## src/rtl/alu_arbiter.sv

```systemverilog
// Round-robin arbiter that shares one ALU among four requesters, one operation in flight.
// Sin/cos spend an extra cycle reading the table before the ALU cycle.
module alu_arbiter #(
  parameter int N = 24,
  parameter int R = 4
) (
  input  logic           clk,
  input  logic           rst_n,
  input  logic [R-1:0]   req_valid,
  input  logic [4*R-1:0] req_op,
  input  logic [N*R-1:0] req_a,
  input  logic [N*R-1:0] req_b,
  output logic [R-1:0]   req_ready,
  output logic [N-1:0]   alu_a,
  output logic [N-1:0]   alu_b,
  output logic [3:0]     alu_select,
  input  logic [N-1:0]   alu_out,
  output logic [N-1:0]   lut_addr,
  output logic           lut_rd,
  output logic           rsp_valid,
  output logic [1:0]     rsp_id,
  output logic [N-1:0]   rsp_data,
  output logic           rsp_err,
  input  logic           rsp_ready
);
  // state | meaning: IDLE grant | LUT table read | EXEC drive ALU, capture result | RESP hold response
  typedef enum logic [1:0] {IDLE, LUT, EXEC, RESP} state_t;

  localparam logic [3:0] OP_MOV = 4'b1010;
  localparam logic [3:0] OP_SIN = 4'b1011;
  localparam logic [3:0] OP_COS = 4'b1100;
  localparam logic [3:0] OP_DIV = 4'b1111;

  state_t       state_q, state_d;
  logic [3:0]   op_q, op_d;
  logic [N-1:0] a_q, a_d, b_q, b_d;
  logic [1:0]   id_q, id_d, rr_q, rr_d;
  logic         rsp_valid_q, rsp_valid_d, rsp_err_q, rsp_err_d;
  logic [1:0]   rsp_id_q, rsp_id_d;
  logic [N-1:0] rsp_data_q, rsp_data_d;
  logic         lut_rd_q, lut_rd_d;
  logic [N-1:0] lut_addr_q, lut_addr_d;
  logic [N-1:0] alu_a_q, alu_a_d, alu_b_q, alu_b_d;
  logic [3:0]   alu_select_q, alu_select_d;

  logic         grant_found;
  logic [1:0]   grant_id, scan_id;
  logic [3:0]   grant_op;
  logic [N-1:0] grant_a, grant_b;

  always_comb begin
    grant_found = 1'b0;
    grant_id    = rr_q;
    scan_id     = rr_q;
    for (int k = 0; k < 4; k++) begin
      scan_id = rr_q + 2'(k);
      if (!grant_found && req_valid[scan_id]) begin
        grant_found = 1'b1;
        grant_id    = scan_id;
      end
    end
    grant_op  = req_op[4*int'(grant_id) +: 4];
    grant_a   = req_a[N*int'(grant_id) +: N];
    grant_b   = req_b[N*int'(grant_id) +: N];
    req_ready = (state_q == IDLE && grant_found) ? (R'(1) << grant_id) : '0;
  end

  always_comb begin
    state_d     = state_q;
    op_d        = op_q;
    a_d         = a_q;
    b_d         = b_q;
    id_d        = id_q;
    rr_d        = rr_q;
    rsp_valid_d = rsp_valid_q;
    rsp_id_d    = rsp_id_q;
    rsp_data_d  = rsp_data_q;
    rsp_err_d   = rsp_err_q;
    case (state_q)
      IDLE: begin
        if (grant_found) begin
          op_d    = grant_op;
          a_d     = grant_a;
          b_d     = grant_b;
          id_d    = grant_id;
          rr_d    = grant_id + 2'd1;
          state_d = (grant_op == OP_SIN || grant_op == OP_COS) ? LUT : EXEC;
        end
      end
      LUT: state_d = EXEC;
      EXEC: begin
        rsp_valid_d = 1'b1;
        rsp_id_d    = id_q;
        state_d     = RESP;
        if (op_q < OP_MOV) begin
          rsp_data_d = '0;
          rsp_err_d  = 1'b1;
        end else if (op_q == OP_DIV && b_q == '0) begin
          rsp_data_d = '1;
          rsp_err_d  = 1'b1;
        end else begin
          rsp_data_d = alu_out;
          rsp_err_d  = 1'b0;
        end
      end
      RESP: begin
        if (rsp_ready) begin
          rsp_valid_d = 1'b0;
          state_d     = IDLE;
        end
      end
      default: state_d = IDLE;
    endcase
    // ALU/table outputs are registered, so derive them from the state being entered
    lut_rd_d     = (state_d == LUT);
    lut_addr_d   = (state_d == LUT || state_d == EXEC) ? a_d : '0;
    alu_a_d      = (state_d == EXEC) ? a_d : '0;
    alu_b_d      = (state_d == EXEC) ? b_d : '0;
    alu_select_d = (state_d == EXEC) ? op_d : 4'd0;
  end

  always_ff @(posedge clk or negedge rst_n) begin
    if (!rst_n) begin
      state_q      <= IDLE;
      op_q         <= '0;
      a_q          <= '0;
      b_q          <= '0;
      id_q         <= '0;
      rr_q         <= '0;
      rsp_valid_q  <= 1'b0;
      rsp_id_q     <= '0;
      rsp_data_q   <= '0;
      rsp_err_q    <= 1'b0;
      lut_rd_q     <= 1'b0;
      lut_addr_q   <= '0;
      alu_a_q      <= '0;
      alu_b_q      <= '0;
      alu_select_q <= '0;
    end else begin
      state_q      <= state_d;
      op_q         <= op_d;
      a_q          <= a_d;
      b_q          <= b_d;
      id_q         <= id_d;
      rr_q         <= rr_d;
      rsp_valid_q  <= rsp_valid_d;
      rsp_id_q     <= rsp_id_d;
      rsp_data_q   <= rsp_data_d;
      rsp_err_q    <= rsp_err_d;
      lut_rd_q     <= lut_rd_d;
      lut_addr_q   <= lut_addr_d;
      alu_a_q      <= alu_a_d;
      alu_b_q      <= alu_b_d;
      alu_select_q <= alu_select_d;
    end
  end

  assign rsp_valid  = rsp_valid_q;
  assign rsp_id     = rsp_id_q;
  assign rsp_data   = rsp_data_q;
  assign rsp_err    = rsp_err_q;
  assign lut_rd     = lut_rd_q;
  assign lut_addr   = lut_addr_q;
  assign alu_a      = alu_a_q;
  assign alu_b      = alu_b_q;
  assign alu_select = alu_select_q;

endmodule

```

## config.mk

```make
export PLATFORM = sky130hd
export DESIGN_NAME = alu_arbiter
export DESIGN_NICKNAME = d
export VERILOG_FILES = /design/src/rtl/alu_arbiter.sv
export SDC_FILE = /design/constraint.sdc
export NUM_CORES = 1
export LEC_CHECK = 0
export CORE_ASPECT_RATIO = 1.75
export CORE_MARGIN = 2
export CORE_UTILIZATION = 30
export DETAILED_ROUTE_END_ITERATION = 16
export PLACE_DENSITY_LB_ADDON = 0.12
export SYNTH_ARGS = -nofsm -noshare
export SYNTH_HDL_FRONTEND = slang
export SYNTH_SLANG_ARGS = --single-unit
```

## constraint.sdc

```tcl
create_clock -name clk -period 7.2 [get_ports clk]
set_input_delay 1.44 -clock clk [delete_from_list [all_inputs] [get_ports clk]]
set_output_delay 1.44 -clock clk [all_outputs]
set_load 0.02 [all_outputs]
```

---- After elaboration in Yosys (flattened, before gate mapping) ----
Index checks and enable logic that the tools add are counted.
cells by class
  reductions and logical operators ........ 15
  add/subtract/negate cells ............... 4
  multiplexer cells ....................... 36
  $lt $le $gt $ge ......................... 5
  equal/unequal tests ..................... 9
  multiply operators ...................... 1
  shift-type cells ........................ 4
operators with widths
  cell                                                                  count
  24-bit two-way mux                                                    9
  96-bit by 32-bit variable part select with 24-bit output              1
  96-bit by 8-bit variable part select with 24-bit output               1
  24-bit zero test                                                      1
  4-bit two-way mux                                                     4
  16-bit by 5-bit variable part select with 4-bit output                1
  4-bit == test, second input constant                                  3
  2-bit by 3-bit < comparator with 1-bit output, second input constant  4
  2-bit two-way mux                                                     6
  1-bit two-way mux                                                     11
  1-bit binary-select mux with 2-bit select                             4
  2-bit one-hot mux with 4 select lines                                 1
  2-bit == test, second input constant                                  3
  1-bit logical AND                                                     5
  2-bit by 1-bit adder with 2-bit output, second input constant         2
  2-bit adder, second input constant                                    2
  2-bit by 1-bit == test with 1-bit output, second input constant       2
  4-bit < comparator, second input constant                             1
  2-bit by 2-bit multiplier with 4-bit output, first input constant     1
  2-bit AND reduction                                                   2
  1-bit by 2-bit left shift with 4-bit output, first input constant     1
  1-bit zero test                                                       3
  2-bit zero test                                                       1
  1-bit logical OR                                                      2
  other kinds (3)                                                       3
storage, ports and cells
  word-level logic and storage cells ...... 89
  output and inout port bits .............. 109
  input bits .............................. 239
  register bits ........................... 163

---- Longest topological paths before layout ----
  depth in word-level cells ............... 21
  gate-level depth with buffers ........... 12
  gate-level depth less buffers ........... 10

---- Worst setup path before layout ----
OpenSTA, ideal clock, no wires.
  kind .................................... input-to-output
  from .................................... input port req_valid[0]
  to ...................................... output port req_ready[3]
  setup slack ............................. 2710 ps
  arrival time ............................ 3050 ps
  cell stages on the path ................. 8
  path through ............................ nor2b_1 or4_1 buf_2 nand2_2 buf_2 buf_2 ha_1 and2_1
between the ends
  word-level cells in the longest chain between the ends .. 14
RTL lines
  what                                             line  RTL
  start: declaration                               9     input logic [R-1:0] req_valid,
  1-bit binary-select mux with 2-bit select        57    if (!grant_found && req_valid[scan_id]) begin
  1-bit two-way mux (not written as such)          57
  1-bit two-way mux                                57
  1-bit zero test                                  57
  1-bit logical AND                                57
  1-bit two-way mux                                57
  1-bit zero test                                  57
  1-bit logical AND                                57
  1-bit two-way mux                                57
  1-bit zero test                                  57
  1-bit logical AND                                57
  2-bit two-way mux (*)                            57
  net grant_id[1]                                  47    logic [1:0] grant_id, scan_id;
  1-bit by 2-bit left shift with 4-bit output (*)  65    req_ready = (state_q == IDLE && grant_found) ? (R'(1) << grant_id) : '0;
  4-bit two-way mux (*)                            65
  end: declaration                                 13    output logic [R-1:0] req_ready,
Mark *: on every way through the listed nets, which the timed path passes. The rest lies on a longest branch. The select of a mux whose other input is x is not followed.

---- Worst setup path after layout ----
  from .................................... input port req_valid[3]
  to ...................................... output port req_ready[0]
between the ends
  word-level cells in the longest chain between the ends .. 14
RTL lines
  what                                                                                     line
  1-bit binary-select mux with 2-bit select                                                57
  1-bit two-way mux (not written as such)                                                  57
  1-bit two-way mux                                                                        57
  1-bit zero test                                                                          57
  1-bit logical AND                                                                        57
  1-bit two-way mux                                                                        57
  1-bit zero test                                                                          57
  1-bit logical AND                                                                        57
  1-bit two-way mux                                                                        57
  1-bit zero test                                                                          57
  1-bit logical AND                                                                        57
  2-bit two-way mux / 1-bit two-way mux (equally long branches)                            57
  1-bit by 2-bit left shift with 4-bit output / 1-bit logical AND (equally long branches)  65
  4-bit two-way mux (*)                                                                    65
Mark *: on every way between the ends. The rest lies on a longest branch, timed or not. The select of a mux whose other input is x is not followed.

==> reports/qor.yml <==
outcome: "complete, no violations"
critPathLaunchType: "primary input"
hpwlAfterDp_um: 19600
synth_area_um2: 7510
cts_made_buffers: 17
cts_tree: "yes"
ys_ff_latch: 163
grt_pass1_vias: 7334
yosys.area.top_type: "dfrtp_1"
fin_hold_ws_ns: 0.468
track_usage_pct: 21.1
critPathMaxFanout: 54
areaGrowthSynthToFinish_pct: 57.5
dp_slack_ns: 1.01
gp_congestion: 0.775
grt_pass1_wl_um: 41200
h-tree-depth: 4
cts_max_path_buffers: 2
root_buffer: "clkbuf_16"
finalHoldViolations: 0
numPortBuffers: 347
synth_top_area_share_pct: 54.3
clock_latency_ns: 0.43
fin_util_pct: 48.0
syn_avg_cell_area_um2: 9.52
drt-vias-per-instance: 4.94
overflow: 0
ys_warn_count: 0
synth.area.top_cells: "dfrtp_1 54%, nand2_1 8.4%, a311oi_1 5.6%, a211oi_1 5.1%, and3_1 4.4%"
hold_class: "flop to flop"
finalClockSkew_ns: 0.00784
crit_required_ns: 5.76
cts_hold_buffers: 0
crit_arrival_ns: 4.60
stdcell_area_um2: 11800
maxCapViolations: 0
critPathKind: "primary input to primary output"
fmax_mhz: 166
ys_types: 38
finalCriticalPeriod_ns: 6.04
synth_common_cells: "168 x nand2_1, 163 x dfrtp_1, 53 x and3_1"
drt-total-wl_um: 27500
peakVddDrop_uv: 250
synth_nets: 1034
synth_ff_type: "dfrtp_1"
synth_seq_area_share_pct: 54.3
cts_resized: 0
drv_slew: 0
maxSlewHeadroom_pct: 35.4
endpoint_kind: "primary output"
core-area_um2: 24600
cts_setup_buffers: 0
drc_errors: 0
n_antenna_cell: 0
powerDensity_nw_per_um2: 376
start_util_pct: 30.5
antenna_left: 0
dpl-instance-area_um2: 11200
p_leak_nw: 5.34
via_count: 7048
layout-drive-gt1-share_pct: 4.75
synthCells: 789
first_pass_iters: 4
antenna_found_initial: 1
worst_pin_slew_ns: 0.969
setup_slack_ns: 1.16
fin_tns_setup_ns: 0
clk_pin_slew_worst_paths_ns: 0.06
fin_crit_sh_pct: 83.9
synth-edff-count: 0
ioPinCount: 348
ys_async_sr_fraction_pct: 100
power_mw: 4.45
rsz0062_at_grt: "false"
wire_per_inst_um: 19.3
grt_max_degree: 96
instances_no_fill: 1427
nFillCells: 2375
clock_sinks: 163
dp.cells: 1395
drtIter0Drc: 295
setup_viol: 0
die_y_um: 213
die_x_um: 124
synth.most_common_cell: "nand2_1"
die_area_um2: 26400
fin_nets: 1347
rows: 76
==> kinds of logic after synthesis <==
group / after synthesis / synth area share (%)
flip-flops: 163 / 54.3
AND/OR/NAND/NOR: 329 / 20.8
adder cells (fa/ha/maj): 6 / 1.00
multiplexers: 3 / 0.483
AO/OA/AOI/OAI: 195 / 18.5
buffers and inverters: 93 / 4.88
==> state kept, by name, summed over array words and instances, names as in the netlist, 4 cells and up <==
signal	flops
a_q	24
alu_a	24
alu_b	24
b_q	24
lut_addr	24
rsp_data	24
alu_select	4
op_q	4
==> layout make-up <==
class | instances | area, µm² | share of cell area, %
clock buffer | 21 | 460 | 3.89
multi-input combinational | 533 | 3100 | 26.2
inverter | 29 | 109 | 0.920
tap | 312 | 390 | 3.30
timing repair buffer | 358 | 3560 | 30.1
sequential | 163 | 4080 | 34.5
clock inverter | 11 | 129 | 1.09
==> cell usage in the layout, fill, tap and decap left out, drive strengths merged <==
master,synthesis,routed
clkdlybuf4s50,0,346
nand2,169,169
dfrtp,163,163
and3,53,53
a211oi,51,51
a311oi,48,48
and2,33,33
nor2,31,31
a21oi,30,30
inv,29,30
o21ai,29,29
nor2b,28,28
a21o,24,24
clkbuf,51,21
buf,13,12
ha,6,6
clkinv,0,6
a211o,4,4
nor4,4,4
a32oi,2,2
a31oi,2,2
mux2,2,2
nand3,2,2
nor4b,2,2
clkinvlp,0,2
bufinv,0,2
nor3,2,2
nand2b,2,2
o211a,1,1
and3b,1,1
or4,1,1
o211ai,1,1
mux2i,1,1
a31o,1,1
a32o,1,1
o31ai,1,1
nand4,1,1
==> worst max-delay path: stages <==
cell and delay (ns):
clkdlybuf4s50_1 0.62, and3b_1 0.21, or4_2 0.60, buf_4 0.33
nand2_4 0.41, inv_2 0.10, ha_1 0.20, and2_1 0.13
clkdlybuf4s50_1 0.53
==> worst paths after layout <==
kind	from	end	slack, ns	cells past startpoint
hold / removal	rsp_data[15]$_DFFE_PN0P_	rsp_data[15]$_DFFE_PN0P_	0.47	2
min in group asynchronous	rst_n	rsp_data[13]$_DFFE_PN0P_	1.07	1
hold reg to reg	rsp_data[15]$_DFFE_PN0P_	rsp_data[15]$_DFFE_PN0P_	0.47	2
setup reg to reg	rr_q[1]$_DFFE_PN0P_	alu_b[3]$_DFF_PN0_	2.67	12
setup / recovery	req_valid[3]	req_ready[0]	1.16	9
max in group asynchronous	rst_n	a_q[3]$_DFF_PN0_	4.70	2
==> layer usage <==
metal	vias to the layer above	wire (µm)	track usage, %
met4	2	660	7.80
met1	3385	9870	21.5
met2	252	14900	39.5
met5	-	13	0
met3	38	2070	6.20
li1	3371	-	-
==> power breakdown <==
part / internal (mW) / total, mW / switching [mW] / leakage [nW]
Combinational: 0.864 / 2.14 / 1.28 / 2.95
Sequential: 1.25 / 1.40 / 0.144 / 2.10
Clock: 0.531 / 0.907 / 0.376 / 0.284
Total: 2.65 / 4.45 / 1.80 / 5.34
No activity file was read; power rests on OpenSTA's default activity.
